$ cat src/rtl/timer_pkg.sv
// Shared constants for the 8-bit APB timer: widths, clock-select encodings,
// TCR/TSR bit positions and the prescaler terminal-count helper.
package timer_pkg;

  localparam int WIDTH = 8;
  localparam int PRE_W = 4;

  localparam logic [1:0] CKS_DIV2  = 2'd0;
  localparam logic [1:0] CKS_DIV4  = 2'd1;
  localparam logic [1:0] CKS_DIV8  = 2'd2;
  localparam logic [1:0] CKS_DIV16 = 2'd3;

  localparam int TCR_LOAD    = 0;
  localparam int TCR_DOWN    = 1;
  localparam int TCR_EN      = 2;
  localparam int TCR_CKS_LSB = 3;
  localparam int TCR_CKS_MSB = 4;

  localparam int TSR_OVF = 0;
  localparam int TSR_UDF = 1;

  // Last prescaler value of a period: divide-by (2 << cks) minus one.
  function automatic logic [PRE_W-1:0] pre_last(input logic [1:0] cks);
    logic [PRE_W-1:0] last;
    case (cks)
      CKS_DIV2:  last = 4'd1;
      CKS_DIV4:  last = 4'd3;
      CKS_DIV8:  last = 4'd7;
      CKS_DIV16: last = 4'd15;
      default:   last = 4'd1;
    endcase
    return last;
  endfunction

endpackage

$ cat src/rtl/timer_prescaler.sv
// Clock-select prescaler: emits a one-cycle tick every (2 << cks) qualifying
// cycles and restarts its period on disable, load or a clock-select change.
module timer_prescaler
  import timer_pkg::*;
(
  input  logic       pclk,
  input  logic       prst,
  input  logic       en,
  input  logic       load,
  input  logic [1:0] cks,
  output logic       tick
);

  logic [PRE_W-1:0] pre_q;
  logic [PRE_W-1:0] pre_d;
  logic [1:0]       cks_q;
  logic [1:0]       cks_d;
  logic             restart_s;

  // Period restart has priority over the terminal count, so a cks change never ticks.
  always_comb begin
    restart_s = ~en | load | (cks != cks_q);
    cks_d     = cks;
    pre_d     = pre_q;
    tick      = 1'b0;
    if (restart_s) begin
      pre_d = {PRE_W{1'b0}};
    end else if (pre_q == pre_last(cks)) begin
      pre_d = {PRE_W{1'b0}};
      tick  = 1'b1;
    end else begin
      pre_d = pre_q + PRE_W'(1);
    end
  end

  // Prescaler state registers.
  always_ff @(posedge pclk) begin
    if (prst) begin
      pre_q <= {PRE_W{1'b0}};
      cks_q <= CKS_DIV2;
    end else begin
      pre_q <= pre_d;
      cks_q <= cks_d;
    end
  end

endmodule

$ cat src/rtl/timer_count_core.sv
// Counting stage of the 8-bit APB timer: TCNT plus registered overflow/underflow
// set pulses that only a genuine counting step can raise.
module timer_count_core
  import timer_pkg::*;
(
  input  logic             pclk,
  input  logic             prst,
  input  logic             load,
  input  logic [WIDTH-1:0] tdr,
  input  logic             en,
  input  logic             down,
  input  logic [1:0]       cks,
  output logic [WIDTH-1:0] tcnt,
  output logic             ovf_set,
  output logic             udf_set
);

  logic             tick_s;
  logic [WIDTH-1:0] tcnt_q;
  logic [WIDTH-1:0] tcnt_d;
  logic             ovf_q;
  logic             ovf_d;
  logic             udf_q;
  logic             udf_d;

  timer_prescaler u_prescaler (
    .pclk (pclk),
    .prst (prst),
    .en   (en),
    .load (load),
    .cks  (cks),
    .tick (tick_s)
  );

  // Load beats tick; a load never flags, whatever the old and new counts are.
  always_comb begin
    tcnt_d = tcnt_q;
    ovf_d  = 1'b0;
    udf_d  = 1'b0;
    if (load) begin
      tcnt_d = tdr;
    end else if (tick_s) begin
      if (down) begin
        tcnt_d = tcnt_q - WIDTH'(1);
        udf_d  = (tcnt_q == {WIDTH{1'b0}});
      end else begin
        tcnt_d = tcnt_q + WIDTH'(1);
        ovf_d  = (tcnt_q == {WIDTH{1'b1}});
      end
    end else begin
      tcnt_d = tcnt_q;
    end
  end

  // Counter and flag registers.
  always_ff @(posedge pclk) begin
    if (prst) begin
      tcnt_q <= {WIDTH{1'b0}};
      ovf_q  <= 1'b0;
      udf_q  <= 1'b0;
    end else begin
      tcnt_q <= tcnt_d;
      ovf_q  <= ovf_d;
      udf_q  <= udf_d;
    end
  end

  assign tcnt    = tcnt_q;
  assign ovf_set = ovf_q;
  assign udf_set = udf_q;

endmodule
$ cat config.mk
export PLATFORM = sky130hd
export DESIGN_NAME = timer_count_core
export DESIGN_NICKNAME = d
export VERILOG_FILES = /design/src/rtl/timer_pkg.sv /design/src/rtl/timer_prescaler.sv /design/src/rtl/timer_count_core.sv
export SDC_FILE = /design/constraint.sdc
export NUM_CORES = 1
export LEC_CHECK = 0
export CORE_MARGIN = 3
export CORE_UTILIZATION = 45
export DETAILED_ROUTE_END_ITERATION = 7
export HOLD_SLACK_MARGIN = 0.02
export PLACE_DENSITY = 0.86
export RECOVER_POWER = 25
export SLEW_MARGIN = 40
export SYNTH_ARGS = -nofsm -noshare
export SYNTH_HDL_FRONTEND = slang
export SYNTH_SLANG_ARGS = --single-unit
$ cat constraint.sdc
create_clock -name pclk -period 2 [get_ports pclk]
set_input_delay 0.4 -clock pclk [delete_from_list [all_inputs] [get_ports pclk]]
set_output_delay 0.4 -clock pclk [all_outputs]
set_load 0.02 [all_outputs]
# Yosys cells after proc, flatten, opt, wreduce, memory -nomap -nowiden
# Cells that the tools add are included.
# totals
wordCells,32
output_inout_bits,10
reg_bits,16
# classes
add_sub_neg,3
reduce_logical,6
bitwise,5
n_eq_ne,6
mux,7
# ops
operator,n
8-bit two-way mux,3
4-bit one-hot mux with 4 select lines,1
8-bit by 1-bit adder with 8-bit output (second input constant),1
8-bit equality test (second input constant),1
8-bit zero test,1
4-bit OR reduction,2
8-bit by 1-bit subtractor with 8-bit output (second input constant),1
4-bit by 1-bit adder with 4-bit output (second input constant),1
2-bit equality test (second input constant),2
4-bit equality test,1
4-bit two-way mux,1
1-bit inverter,3
3-bit OR reduction,1
2-bit by 1-bit equality test with 1-bit output (second input constant),1
2-bit zero test,1
1-bit two-way mux,2
2-bit != test,1
1-bit OR,2
2-bit nonzero test,1

# Logic depth before layout (Yosys ltp)
# Gate-level depths: netlist of run 1.
# logic_depth
word_depth,9
ltp_mapped,7

# Cells and area by module
# Synthesis of run 1 repeated with hierarchy kept, for this count alone.
# hier_totals
hier_cells,130
area_unflattened_um2,1123.6
# by_module_without_submodules
mod,cells_each,n_inst,seq_area_each_um2,area_per_inst_um2
timer_count_core,96,1,200.2,805.8
timer_prescaler,34,1,120.1,317.8

# Worst setup path before layout of run 1
# No wires, ideal clock.
# synth_path
path_type,register -> register
start,register tcnt_q[3] (netlist: tcnt[3])
end,register tcnt_q[6] (netlist: tcnt[6])
arrival_ps,1736
slack_ps,189
period_less_slack_ps,1811
stages_incl_launch_ff,7
setup_time_ps,75
path_cell_list,dfxtp_1 ha_1 o21ai_1 a21oi_1 or4b_1 a31o_1 a31oi_1
# synth_between
elab_chain_cells,4
elab_cells_between_ends,5
# synth_rtl
item,line,text
from (decl),timer_count_core.sv:19,logic [WIDTH-1:0] tcnt_q;
from (signal assigned),timer_count_core.sv:58,tcnt_q <= {WIDTH{1'b0}};
from (signal assigned),timer_count_core.sv:62,tcnt_q <= tcnt_d;
8-bit by 1-bit adder with 8-bit output / 8-bit by 1-bit subtractor with 8-bit output (equally long branches),"timer_count_core.sv:47, timer_count_core.sv:44",
8-bit two-way mux (*),timer_count_core.sv:43,if (down) begin
8-bit two-way mux (*),timer_count_core.sv:42,end else if (tick_s) begin
8-bit two-way mux (*),timer_count_core.sv:40,if (load) begin
# Mark *: on every way between the ends. The rest lies on a longest branch, timed or not. The select of a mux whose other input is x is not followed.
# A chain may end at the register's enable or synchronous reset.

# Final worst setup path of run 1
# layout_path
start,input port down
end,register tcnt_q[6] (netlist: tcnt[6])
# layout_between
elab_chain_cells,3
# layout_rtl
item,line,text
from (decl),timer_count_core.sv:11,"input logic down,"
8-bit two-way mux,timer_count_core.sv:43,
8-bit two-way mux,timer_count_core.sv:42,
8-bit two-way mux,timer_count_core.sv:40,
# Every way passes these cells. The select of a mux whose other input is x is not followed.

==> results.toml, run 1 <==
[outcome]
status = "finished clean"

[grt]
grtUsageTotal = 0.224
grt_max_degree = 13
grt_pass1_wl_mm = 4.80
antenna_found_initial = 0
grt_pass1_vias = 1068
grt.overflow.total = 0

[clocking]
cts-htree-levels = 1
postCtsSetupBuffers = 0
worstSkewPairLatency_ns = 0.28
cts_buffers = 3
clkSinkCount = 16
cts.path.max_buffers = 2
path_clk_slew_ns = 0.09
cts_tree = "done"
hold_buffers = 0
root_buffer = "clkbuf_4"

[critical_path]
critPathKind = "in2reg"
end_kind = "flip-flop"
cp_cell_sequence = "dlygate4sd2_1 -> ha_1 -> o21ai_1 -> a21oi_2 -> or4b_1 -> a31o_1 -> a31oi_1"
required_ns = 2.21
crit_path_start = "down"
cp.arrival_ns = 2.10
cp-start-kind = "input port"
critPathSlowestCell = "or4b_1"
reg2reg_from = "tcnt[3]"
path_max_fanout = 6
cp_slowest_stage_delay_ns = 0.46

[synth]
synthSimpleGateAreaFrac = 0.281
synthXorXnorAreaFrac = 0.0763
synthMuxAreaShare = 0
synth_fa_ha_area_frac = 0.104
synth_area_sq_um = 1030
synthCells = 126
synthesis.nets = 149
synth_edf_count = 0
syn_avg_cell_area_sq_um = 8.20
synth_compound_area_frac = 0.185
synth-seq-cells = 16
synth_largest_area_cell = "dfxtp_1"
synth_top_area_frac = 0.310
synth_cell_types = 38
synth_ff_type = "dfxtp_1"
ys_seq_area_frac = 0.310
synthTopCellsByArea = "dfxtp_1, ha_1, xnor2_1, nand3_1, nor2_1"
synth_most_common_cell = "dfxtp_1"
yosysWarnings = 0
synth_top_family_by_area = "simple AND/OR/NAND/NOR gates"
postSynth.asyncResetShare = 0
synth.top_cells.by_count = "dfxtp_1, nor2_1, nand2_1, nand3_1, a21oi_1"

[final_layout]
stdcell_count = 201
nets = 198
layout-drive-gt1-share = 0.167
multiInputGateArea_sq_um = 676
diodes = 0
final-seq-area_sq_um = 320
nFillCells = 161
areaGrowthSynthToFinish_pct = 45.4

[route]
firstDrtPassIters = 4
drc = 0
wl_per_cell_um = 14.1
drt_iter0_drc = 28
vias = 1121
ant_nets = 0
via_per_inst = 5.58
routed_wl_mm = 2.84

[timing]
final.setup.worst_slack_ns = 0.118
final_max_slew_viol_count = 0
period_needed_ns = 1.88
skew_ns = 0.00308
hold_ws_ns = 0.492
fmax_mhz = 531
slew_headroom = 0.787
finalCritPeriodShare = 0.941
rsz0062_at_grt = "no"
worstMarginPinSlew_ns = 0.316
hold_violations = 0
finalSetupViolCount = 0

[power_and_ir_drop]
finalPower_w = 0.000786
cellLeakagePower_nw = 0.639
vdd_drop_max_mv = 0.579
powerDensity_nw_per_um2 = 523

[placed_design]
hpwlAfterDp_mm = 2.29
post-place-ws_ns = -0.472
place_congestion = 0.945
placed_cells = 197
portBuffers = 24

[min_path]
hp-class = "reg2reg"
min-delay-start = "u_prescaler.pre_q[0]"

[floorplanning]
die_area_sq_um = 2910
die_y_um = 53.9
core_sq_um = 2060
fp.dieW_um = 53.9
ioPinCount = 25
initial_utilization = 0.501
rows = 16

[flow_run]
maxCapViolCount = 0
==> layout make-up <==
type                            instances  share of cell area
Inverter                                7              0.0175
Multi-Input combinational cell        100               0.450
Tap cell                               27              0.0225
Timing Repair Buffer                   47               0.273
Clock buffer                            4              0.0241
Sequential cell                        16               0.213
==> cell families (layout without fill, tap and decap cells) <==
logic type	count (synthesis)	count (layout)
AO/OA/AOI/OAI	28	28
XOR/XNOR	9	9
adder cells (fa/ha/maj)	8	8
buffers and inverters	10	58
flip-flops	16	16
AND/OR/NAND/NOR	55	55
==> cells in the final DEF (no fill, tap or decap), types with 2 or more instances in the layout <==
cell,netlist,layout
a21o_1,5,5
a21oi_1,8,6
a21oi_2,1,3
a31oi_1,2,2
buf_4,0,22
clkbuf_4,0,3
clkdlybuf4s50_1,0,21
dfxtp_1,16,16
ha_1,7,7
inv_1,7,7
nand2_1,9,9
nand3_1,9,9
nand3b_1,2,2
nand4_1,5,5
nor2_1,12,12
nor2b_1,3,3
nor3_1,4,4
nor4_1,2,2
o21a_1,2,2
o21ai_1,2,2
or4_1,2,2
xnor2_1,6,6
xor2_1,3,3
==> critical path: cells and delay by family <==
family                   cells  cell delay, ns
AND/OR/NAND/NOR              1            0.46
AO/OA/AOI/OAI                4            0.58
buffers and inverters        1            0.30
adder cells (fa/ha/maj)      1            0.35
==> state kept, by name, indices dropped and copies added, names as in the netlist <==
signal             cells
tcnt                   8
u_prescaler.cks_q      2
udf_set                1
u_prescaler.pre_q      4
ovf_set                1
==> metal layers <==
| layer | vias to the layer above | routed length (um) | global-route usage |
|---|---|---|---|
| met5 | - | 0 | 0 |
| met2 | 40 | 1430 | 0.401 |
| met3 | 2 | 173 | 0.0471 |
| li1 | 560 | - | - |
| met1 | 519 | 1230 | 0.275 |
| met4 | 0 | 13 | 0.0383 |
==> worst paths after layout <==
check / endpoint / cells after the start / slack [ns]
max: tcnt[6] / 7 / 0.12
max reg2reg: tcnt[6] / 6 / 0.16
min reg2reg: u_prescaler.pre_q[0] / 1 / 0.49
min: u_prescaler.pre_q[0] / 1 / 0.49
==> power breakdown <==
part / total (W) / leakage (nW) / switching (W) / internal, W
sequential: 0.000345 / 0.131 / 0.0000139 / 0.000331
clock: 0.000207 / 0.0210 / 0.0000962 / 0.000111
combinational: 0.000234 / 0.487 / 0.000109 / 0.000125
total: 0.000786 / 0.639 / 0.000219 / 0.000567
==> metrics by stage <==
step	util	instance area, sq um	setup TNS [ns]
2_1_floorplan	-	1030	0
3_3_place_gp	0.709	1460	-2.06
3_5_place_dp	0.709	1460	-2.52
4_1_cts	0.728	1500	0
5_1_grt	0.729	1500	0
6_report	0.729	1500	0
==> repair_timing <==
item                                   in CTS  in global routing
setup endpoints to repair                   5                  2
pin swaps                                   0                  0
endpoints found under the hold margin       0                  0
gates resized for setup                     2                  2
Note: power is estimated with default switching activity, not from simulation.
==> run 2, diff against run 1 <==
--- a/config.mk
+++ b/config.mk
@@ -7,6 +7,7 @@
 export LEC_CHECK = 0
 export CORE_MARGIN = 3
 export CORE_UTILIZATION = 45
+export CTS_BUF_LIST = sky130_fd_sc_hd__clkbuf_8 sky130_fd_sc_hd__clkbuf_16
 export DETAILED_ROUTE_END_ITERATION = 7
 export HOLD_SLACK_MARGIN = 0.02
 export PLACE_DENSITY = 0.86
==> run 2 against run 1 <==
Hold slack worse by 0.0077 ns; non-clock buffer count unchanged; die area stayed put; first-iteration DRC count grew 7.1%; wire length about the same; sequential power is essentially flat; highest routed layer unchanged.
==> results.toml, run 2 (synthesized netlist as in run 1, its figures left out) <==
[outcome]
status = "finished clean"

[timing]
slew_headroom = 0.784
fmax_mhz = 535
final_max_slew_viol_count = 0
worstMarginPinSlew_ns = 0.321
rsz0062_at_grt = "no"
hold_violations = 0
final.setup.worst_slack_ns = 0.130
setup-tns-final_ns = 0
finalCritPeriodShare = 0.935
skew_ns = 0.000768
finalSetupViolCount = 0
period_needed_ns = 1.87

[power_and_ir_drop]
powerDensity_nw_per_um2 = 560
switching_share = 0.262
power_frac_seq = 0.403
vdd_drop_max_mv = 0.636
power_frac_clock = 0.320
cellLeakagePower_nw = 0.649
internal_power_w = 0.000633
p_switching_w = 0.000225
power_frac_comb = 0.277

[critical_path]
end_kind = "flip-flop"
critPathKind = "in2reg"
cp-start-kind = "input port"
critPathSlowestCell = "clkdlybuf4s50_1"
cp.arrival_ns = 2.04
path_max_fanout = 5
required_ns = 2.17
cp_cell_sequence = "clkdlybuf4s50_1 -> xnor2_1 -> nand4_1 -> a21o_1 -> or4_1 -> o211ai_1"
cp_slowest_stage_delay_ns = 0.54

[placed_design]
post-place-ws_ns = -0.472
dpl_cell_area_sq_um = 1460
portBuffers = 24
place_congestion = 0.945
placed_cells = 197
hpwlAfterDp_mm = 2.29

[flow_run]
maxCapViolCount = 0

[floorplanning]
die_y_um = 53.9
rows = 16
core_sq_um = 2060
ioPinCount = 25
die_area_sq_um = 2910
initial_utilization = 0.501
fp.dieW_um = 53.9

[route]
firstDrtPassIters = 4
vias = 1110
wl_per_cell_um = 14.1
drt_iter0_drc = 30
ant_nets = 0
drc = 0
via_per_inst = 5.52
routed_wl_mm = 2.84

[min_path]
hp-class = "reg2reg"

[final_layout]
nets = 198
largest_reg_flops = 8
final_cell_mix = "buf_4, clkdlybuf4s50_1, dfxtp_1"
layout-drive-gt1-share = 0.178
stdcell_count = 201
layout.cells.most_common = "buf_4"
final_area_sq_um = 1530
diodes = 0
areaGrowthSynthToFinish_pct = 48.1

[grt]
antenna_found_initial = 0
grt_pass1_wl_mm = 4.74
grt_pass1_vias = 1057
grt_max_degree = 13
grt.overflow.total = 0
grtUsageTotal = 0.222

[clocking]
clkSinkCount = 16
cts_tree = "done"
cts.path.max_buffers = 2
postCtsSetupBuffers = 0
cts_buffers = 3
worstSkewPairLatency_ns = 0.24
cts-htree-levels = 1
hold_buffers = 0
path_clk_slew_ns = 0.06
root_buffer = "clkbuf_8"
run 2: critical path, delay by kind of cell:
family,cells,cell delay (ns)
XOR/XNOR,1,0.14
AO/OA/AOI/OAI,2,0.35
buffers and inverters,1,0.54
AND/OR/NAND/NOR,2,0.62
run 2: area by class of cell:
| cell class | instances | area [sq um] |
|---|---|---|
| sequential | 16 | 320 |
| tap | 27 | 33.8 |
| fill | 157 | 532 |
| multi-input combinational | 100 | 688 |
| clock buffer | 4 | 55.1 |
| timing repair buffer | 47 | 407 |
| inverter | 7 | 26.3 |
run 2: routing by layer:
layer	up-vias	global-route usage	share of wire
met5	-	0	0
met4	0	0.0383	0.0053
met3	2	0.0554	0.065
met2	40	0.391	0.49
met1	512	0.273	0.43
li1	556	-	-
run 2: path summary, 6_finish.rpt:
path	from	to	slack, ns	cells after the start
worst max register to register	tcnt[3]	tcnt[6]	0.21	6
worst max-delay path	cks[1]	tcnt[1]	0.13	6
worst min-delay path	u_prescaler.pre_q[0]	u_prescaler.pre_q[0]	0.48	1
worst min register to register	u_prescaler.pre_q[0]	u_prescaler.pre_q[0]	0.48	1
run 2: metrics by stage:
stage | total power [W] | hold slack (ns) | utilization
final | 0.000857 | 0.484 | 0.742
after global routing | 0.000909 | 0.529 | 0.742
after CTS | 0.000859 | 0.491 | 0.737
after detailed placement | 0.000583 | 0.478 | 0.709
after global placement | 0.000576 | 0.444 | 0.709
after floorplan | 0.000464 | 0.429 | -
run 2: power groups by stage:
stage          registers, W  clock network, W  logic [W]
2_1_floorplan      0.000361                 0   0.000103
3_3_place_gp       0.000351                 0   0.000225
3_5_place_dp       0.000351                 0   0.000232
4_1_cts            0.000344          0.000281   0.000234
5_1_grt            0.000347          0.000301   0.000261
6_report           0.000345          0.000274   0.000238
run 2: what timing repair did:
action	in CTS	in global routing
endpoints found under the hold margin	0	0
resized for setup	2	5
setup endpoints to repair	6	3
==> run 3, diff against run 2 <==
--- a/config.mk
+++ b/config.mk
@@ -10,9 +10,10 @@
 export CTS_BUF_LIST = sky130_fd_sc_hd__clkbuf_8 sky130_fd_sc_hd__clkbuf_16
 export DETAILED_ROUTE_END_ITERATION = 7
 export HOLD_SLACK_MARGIN = 0.02
-export PLACE_DENSITY = 0.86
+export PLACE_DENSITY = 0.85
 export RECOVER_POWER = 25
 export SLEW_MARGIN = 40
 export SYNTH_ARGS = -nofsm -noshare
 export SYNTH_HDL_FRONTEND = slang
+export SYNTH_HIERARCHICAL = 1
 export SYNTH_SLANG_ARGS = --single-unit
==> constraint.sdc (replaced) <==
create_clock -name pclk -period 2 [get_ports pclk]
set_input_delay 0.3 -clock pclk [delete_from_list [all_inputs] [get_ports pclk]]
set_output_delay 0.3 -clock pclk [all_outputs]
set_load 0.02 [all_outputs]
==> run 3 against run 2 <==
The run now ends with negative setup slack left; non-clock buffer count unchanged; clock skew about the same; via count is 6.0% higher; global-route usage fell by 1.9 points; critical path type is now reg2reg; largest cell class unchanged; largest power group unchanged.
==> results.toml, run 3 <==
[grt]
grt.overflow.total = 0
grtUsageTotal = 0.203
grt_pass1_vias = 1156
grt_pass1_wl_mm = 5.04
antenna_found_initial = 0
grt_max_degree = 21

[critical_path]
r2r_cells = 6
crit_end = "udf_set"
cp-start-kind = "flip-flop"
required_ns = 2.16
r2r_setup_slack_ns = -0.07
crit_path_start = "u_prescaler/pre_q[2]"
reg2reg_from = "u_prescaler/pre_q[2]"
critPathKind = "reg2reg"
cp.arrival_ns = 2.23
r2r-end = "udf_set"
path_max_fanout = 6
end_kind = "flip-flop"

[power_and_ir_drop]
power_frac_comb = 0.258
power_frac_clock = 0.335
p_switching_w = 0.000220
power_frac_seq = 0.408
vdd_drop_max_mv = 0.546
switching_share = 0.260
cellLeakagePower_nw = 0.666
internal_power_w = 0.000625
powerDensity_nw_per_um2 = 518

[clocking]
path_clk_slew_ns = 0.06
cts-htree-levels = 1
cts_tree = "done"
root_buffer = "clkbuf_8"
cts_buffers = 3
hold_buffers = 0
cts.path.max_buffers = 2
clkSinkCount = 16
worstSkewPairLatency_ns = 0.25

[synth]
synthSimpleGateAreaFrac = 0.314
synthTopCellsByArea = "dfxtp_1, ha_1, nor3b_1, a21oi_1, xnor2_1"
yosysWarnings = 6
synth_compound_area_frac = 0.177
synth_largest_area_cell = "dfxtp_1"
synth-seq-cells = 16
synth_cell_types = 43
synth_most_common_cell = "dfxtp_1"
postSynth.asyncResetShare = 0
synth.top_cells.by_count = "dfxtp_1, a21oi_1, nor2_1, nor3b_1"
synth_edf_count = 0
synthXorXnorAreaFrac = 0.0546
synthCells = 130
synth_area_sq_um = 1120
synth_top_area_frac = 0.285
ys_seq_area_frac = 0.285
synthMuxAreaShare = 0.0278
syn_avg_cell_area_sq_um = 8.64
synth_fa_ha_area_frac = 0.0958
synth_ff_type = "dfxtp_1"
synthesis.nets = 153
synth_top_family_by_area = "simple AND/OR/NAND/NOR gates"

[final_layout]
nets = 200
final_cell_mix = "buf_4, clkdlybuf4s50_1, dfxtp_1"
layout-drive-gt1-share = 0.233
areaGrowthSynthToFinish_pct = 45.1
diodes = 0
largest_reg_flops = 8
utilization = 0.710
layout.cells.most_common = "buf_4"
stdcell_count = 204

[placed_design]
placed_cells = 199
hpwlAfterDp_mm = 2.37
place_congestion = 0.799
post-place-ws_ns = -0.625
portBuffers = 24

[route]
ant_nets = 0
drt_iter0_drc = 36
wl_per_cell_um = 14.9
via_per_inst = 5.77
drc = 0
routed_wl_mm = 3.03
vias = 1177
firstDrtPassIters = 4

[outcome]
violations = "negative setup slack"
status = "finished, violations left"

[floorplanning]
die_y_um = 56.0
ioPinCount = 25
fp.dieW_um = 56.0
initial_utilization = 0.489
die_area_sq_um = 3130
core_sq_um = 2300
rows = 17

[timing]
hold_violations = 0
worstMarginPinSlew_ns = 0.497
rsz0062_at_grt = "yes"
slew_headroom = 0.668
period_needed_ns = 2.07
skew_ns = 0.000802
finalCritPeriodShare = 1.03
fmax_mhz = 484
finalSetupViolCount = 2
final.setup.worst_slack_ns = -0.0673
final_max_slew_viol_count = 0

[flow_run]
maxCapViolCount = 0

[min_path]
hp-class = "reg2reg"
## run 3: changes by cell type in the layout (fill, tap and decap cells not counted), sizes merged, moves of 3 or more
| cell | before | now |
|---|---|---|
| nor3b | 1 | 8 |
| a21o | 5 | 0 |
| nand4 | 5 | 1 |
| nor2 | 12 | 8 |
| nor4 | 2 | 6 |
| a211oi | 1 | 4 |
| nand2 | 9 | 6 |
| or2 | 0 | 3 |
## run 3: power by group through the flow
stage	Sequential [W]	Clock [W]	Combinational, W
after floorplan	0.000359	0	0.0000995
after global placement	0.000351	0	0.000208
after detailed placement	0.000352	0	0.000214
after CTS	0.000345	0.000293	0.000217
after global routing	0.000346	0.000305	0.000237
final	0.000345	0.000283	0.000218
## run 3: layer usage
metal / track usage / part of all wire / routed length (um) / up-vias
li1: - / - / - / 581
met1: 0.216 / 0.41 / 1250 / 560
met3: 0.0557 / 0.044 / 133 / 6
met4: 0.0542 / 0.012 / 37 / 0
met5: 0 / 0 / 0 / -
met2: 0.386 / 0.53 / 1610 / 30
## run 3: how the worst min path moves through the flow
| stage | from | to | slack (ns) | depth (start not counted) |
|---|---|---|---|---|
| after floorplan | prst | u_prescaler/cks_q[0] | 0.37 | 1 |
| after global placement | u_prescaler/pre_q[0] | u_prescaler/pre_q[0] | 0.47 | 1 |
| after detailed placement | u_prescaler/pre_q[0] | u_prescaler/pre_q[0] | 0.49 | 1 |
| after CTS | cks[0] | u_prescaler/cks_q[0] | 0.50 | 2 |
| after global routing | cks[0] | u_prescaler/cks_q[0] | 0.50 | 2 |
| final | u_prescaler/pre_q[0] | u_prescaler/pre_q[0] | 0.50 | 1 |
## run 3: repair_timing
item | in CTS | in global routing
setup endpoints to repair | 8 | 7
pin swaps | 1 | 0
endpoints found under the hold margin | 0 | 0
gates cloned | 0 | 0
resized for setup | 11 | 1
setup buffers | 0 | 1
## run 3: area by class of cell
| cell class | instances | area, sq um |
|---|---|---|
| inverters | 6 | 22.5 |
| flip-flops and latches | 16 | 323 |
| fillers | 172 | 667 |
| well taps | 28 | 35.0 |
| repair buffers | 47 | 410 |
| clock buffers | 4 | 55.1 |
| multi-input cells | 103 | 785 |
## run 3: critical path, stage by stage (launching register included)
cell,delay [ns]
dfxtp_2,0.35
nor4b_4,0.28
o31ai_1,0.09
a211oi_1,0.24
or3b_4,0.45
or4_4,0.42
nor4_2,0.14
## run 3: per-stage QoR
stage | total power [W] | cell area [sq um] | setup TNS, ns | hold slack, ns
4_1_cts | 0.000855 | 1620 | -0.111 | 0.498
2_1_floorplan | 0.000459 | 1140 | -0.0250 | 0.372
3_3_place_gp | 0.000559 | 1550 | -3.40 | 0.473
6_report | 0.000845 | 1630 | -0.108 | 0.502
3_5_place_dp | 0.000566 | 1550 | -3.91 | 0.487
5_1_grt | 0.000888 | 1630 | -0.490 | 0.498
## run 3: kinds of logic (layout without fill, tap and decap cells)
group           count (synthesis)  count (layout)
simple gates                   57              57
compound gates                 28              28
flops                          16              16
buf+inv                        11              57
fa+ha+maj                       8               8
xor+xnor                        7               7
mux                             3               3
==> RTL change 1 (settings of run 2) <==
`WIDTH`: 8 -> 7.
--- a/src/rtl/timer_pkg.sv
+++ b/src/rtl/timer_pkg.sv
@@ -2,7 +2,7 @@
 // TCR/TSR bit positions and the prescaler terminal-count helper.
 package timer_pkg;
 
-  localparam int WIDTH = 8;
+  localparam int WIDTH = 7;
   localparam int PRE_W = 4;
 
   localparam logic [1:0] CKS_DIV2  = 2'd0;
Ports: changed (resized tcnt and tdr); port bits go from 25 to 23. The function was not compared with the original's and may differ.
==> RTL change 1 against run 2 <==
- worst setup slack worse by 0.026 ns
- count of clock-buffer cells in the layout fell by 1
- synthesized area decreased by 2.9%
- sequential cell count decreased by 1
- synthesized cell count shrank 9.5%
- clock power decreased by 13%
- sequential share of layout area down 0.92 points
- sequential power decreased by 6.1%
- routed wire length up 5.6%
- final area down 2.0%
- power shrank 7.8%
==> RTL change 1: results (changes against run 2) <==
The sequential power share came to 0.409 (+0.006). The worst-case reg-to-reg path depth is 7 (+1). The met2 demand-to-capacity share in global routing is 0.406 (+0.0150). The height of the die is 53.2 um (-1.3%). The number of nets in the finished design is 183 (-7.6%).

The area fraction of clock buffers and clock inverters is 0.0300 (-0.00595). The sequential cell area is 300 sq um (-6.2%). The flip-flop count of the largest register after layout is 7 (-1). The half-perimeter wire length after detailed placement is 2.30 mm (+0.38%).

The clock sink total is 15 (-1). The number of vias in the routed layout came out at 1114 (+0.36%). The multi-input combinational cell area came out at 703 sq um (+2.2%).

In this design, the largest share of critical-path delay is due to compound AO/OA/AOI/OAI gates. The initial DRC count came out at 36 (+20%). The count of filler cells inserted in the layout is 163 (+3.8%). The cell-internal power is 0.566 mW (-11%). The routability congestion estimate is 0.976 (+3.2%). The sequential cell area fraction in the yosys report came out at 0.299 (-0.0107).

The fraction of met3 tracks used by global routing is 0.0535 (-0.00188). The global routing usage summed across all routing layers came out at 0.234 (+0.0120). The power drawn by the clock network is 0.238 mW (-13%). The met1 track demand over resource in global routing came out at 0.268 (-0.00511).

The count of plain and timing-repair buffers in the layout is 46 (-2.1%). The growth of design area from synthesis to finish is 49.5%. The average detailed-routed wire length per instance came out at 16.0 um (+13%). The power of the sequential group is 0.324 mW (-6.1%). The final setup skew was 0.00340 ns (+0.00263 ns). The internal reg-to-reg setup slack was 0.18 ns (-0.03 ns).

The detailed-route wire length on metal 1 is 1.24 mm (+0.73%). The count of inverters not on the clock network in the layout is 6 (-1). The flow ran to the end, and the final reports show no timing, DRC or antenna violations. The worst hold margin is 0.553 ns (+0.0690 ns). By count the netlist is led by 15 x dfxtp_1, 13 x nor2_1. The largest fanout of any net on the critical path is 4 (-1). The maximum vdd ir drop came out at 0.530 mV (-17%). The worst register-to-register path begins at tcnt[1]. The maximum number of pins on one net before global-route repair is 12 (-1). The post-route non-filler standard cell count came out at 188 (-6.5%).
==> RTL change 1: cell count changes after synthesis, moves of 4 or more <==
cell and change:
a21oi_1 -4, nand3_1 -5, a21o_1 -5, or3_1 +4, o211ai_1 +5
==> RTL change 1: how the worst max path moves through the flow <==
| stage | startpoint | endpoint | slack [ns] |
|---|---|---|---|
| global placement | down | tcnt[6] | -0.32 |
| CTS | cks[1] | tcnt[1] | 0.09 |
| finish | cks[1] | tcnt[0] | 0.10 |
| detailed placement | down | tcnt[6] | -0.41 |
| floorplan | tcnt[0] | tcnt[6] | 0.07 |
| global route | cks[1] | tcnt[0] | -0.01 |
==> RTL change 1: cells by family after synthesis <==
logic type      Yosys count  share of synthesized area
fa+ha+maj                 7                     0.0948
xor+xnor                  8                     0.0698
compound gates           30                      0.263
simple gates             45                      0.239
buf+inv                   9                     0.0337
flops                    15                      0.299
==> RTL change 2 (flow settings as in run 2) <==
Without the edit above. Register the output `tcnt` once more, with the module's reset; this adds one clock of latency there. The other outputs are not delayed to match.
--- a/src/rtl/timer_count_core.sv
+++ b/src/rtl/timer_count_core.sv
@@ -65,7 +65,13 @@
     end
   end
 
-  assign tcnt    = tcnt_q;
+  always_ff @(posedge pclk) begin
+    if (prst) begin
+      tcnt <= '0;
+    end else begin
+      tcnt <= tcnt_q;
+    end
+  end
   assign ovf_set = ovf_q;
   assign udf_set = udf_q;
 
Formal check against the unedited RTL: not equivalent (Yosys sat finds a counterexample within 4 cycles, from zero or initial values and one cycle with prst high).
==> RTL change 2 against run 2 <==
- worst setup slack lost 0.012 ns
- non-clock buffer count shrank 2
- final area grew 12%
- routed wire length grew 10%
- sequential cell count grew 8
- power grew 23%
- combinational power shrank 8%
- synthesized area grew 18%
- core utilization shrank 6.6 points
- critical path type is now flop to flop
==> RTL change 2: results (changes against run 2) <==
The flow ran to the end, and the final reports show no timing, DRC or antenna violations. The sequential cell area fraction in the yosys report came out at 0.393 (+0.0835). The half-perimeter wire length after detailed placement is 2.36 mm (+3.3%).

The cell count after synthesis came out at 140 (+11%). The maximum number of pins on one net before global-route repair is 14 (+1). The maximum operating frequency is 531 MHz (-0.63%). The standard cell with the maximum stage delay on the critical path is or4b_1. The cell area reported after detailed placement was 1640 sq um (+12%).

The initial DRC count is 64 (+110%). The switching portion of total power came out at 0.254 (-0.00765). The total power draw is 1.05 mW (+23%). The combinational share of power is 0.208 (-0.069). The worst endpoint data arrival time is 2.07 ns (+0.03 ns).

The insertion delay of the later-clocked pin in the worst-skew pair is 0.26 ns (+0.02 ns). The placed instance count came out at 211 (+7.1%). After synthesis, the most frequently instantiated cells are 24 x dfxtp_1, 14 x nor2_1, 9 x nand4_1, 9 x nor2b_1. The average detailed-routed wire length per instance was 14.5 um (+2.8%). The worst slack at placement came out at -0.516 ns (-0.0440 ns). The fraction of met3 tracks used by global routing is 0.0200 (-0.0354). The critical path starts at tcnt_q[3].

The count of filler cells inserted in the layout came out at 190 (+21%). The delay of the slowest critical-path stage came to 0.47 ns (-0.07 ns). The clock transition at the registers of the reported paths is 0.08 ns (+0.02 ns). The first-pass GRT wire length came out at 5.35 mm (+13%).

The reported leakage power is 0.714 nW (+10%). The sequential cell area came out at 482 sq um (+50%). The net count after synthesis was 163 (+9.4%). The final setup skew came to 0.00476 ns (+0.00399 ns). The global routing usage summed across all routing layers is 0.207 (-0.0150). The met2 demand-to-capacity share in global routing is 0.368 (-0.0234).

The internal reg-to-reg setup slack came out at 0.12 ns (-0.09 ns). The number of vias in the routed layout was 1230 (+11%). The maximum vdd ir drop is 0.547 mV (-14%).
## RTL change 2: changes by cell type after synthesis, sizes merged, moves of 2 or more
cell	change
nand2	-2
nor2	+2
nor2b	+6
buf	+2
nand4	+4
dfxtp	+8
## RTL change 2: metal layers
layer	share of wire	vias to the layer above
met5	0	-
met4	0.028	0
met3	0.081	9
met2	0.47	67
met1	0.42	562
li1	-	592
## RTL change 2: how the worst min path moves through the flow
stage                                    start                   end  slack, ns  cells after the start
after global placement    u_prescaler.pre_q[0]  u_prescaler.pre_q[0]       0.44                      1
after floorplan           u_prescaler.pre_q[0]  u_prescaler.pre_q[0]       0.43                      1
after detailed placement  u_prescaler.pre_q[0]  u_prescaler.pre_q[0]       0.45                      1
after CTS                 u_prescaler.pre_q[0]  u_prescaler.pre_q[0]       0.47                      1
final                     u_prescaler.pre_q[0]  u_prescaler.pre_q[0]       0.47                      1
after global routing                    cks[1]  u_prescaler.cks_q[1]       0.50                      2
## RTL change 2: logic make-up after synthesis
kind of cell,after synthesis,share of synthesized area
AND/OR/NAND/NOR,61,0.263
AO/OA/AOI/OAI,28,0.151
flip-flops,24,0.393
buffers and inverters,10,0.0400
XOR/XNOR,9,0.0646
adder cells (fa/ha/maj),8,0.0881
## RTL change 2: cell type report
type,count,area share
inverter,6,0.0132
sequential,24,0.282
multi-input combinational,106,0.414
clock buffer,4,0.0323
tap,30,0.0220
timing repair buffer,45,0.236
## RTL change 2: timing repair
action / CTS / global route
pin swaps: 0 / 1
gates cloned: 0 / 0
setup endpoints to repair: 4 / 5
resized for setup: 1 / 7
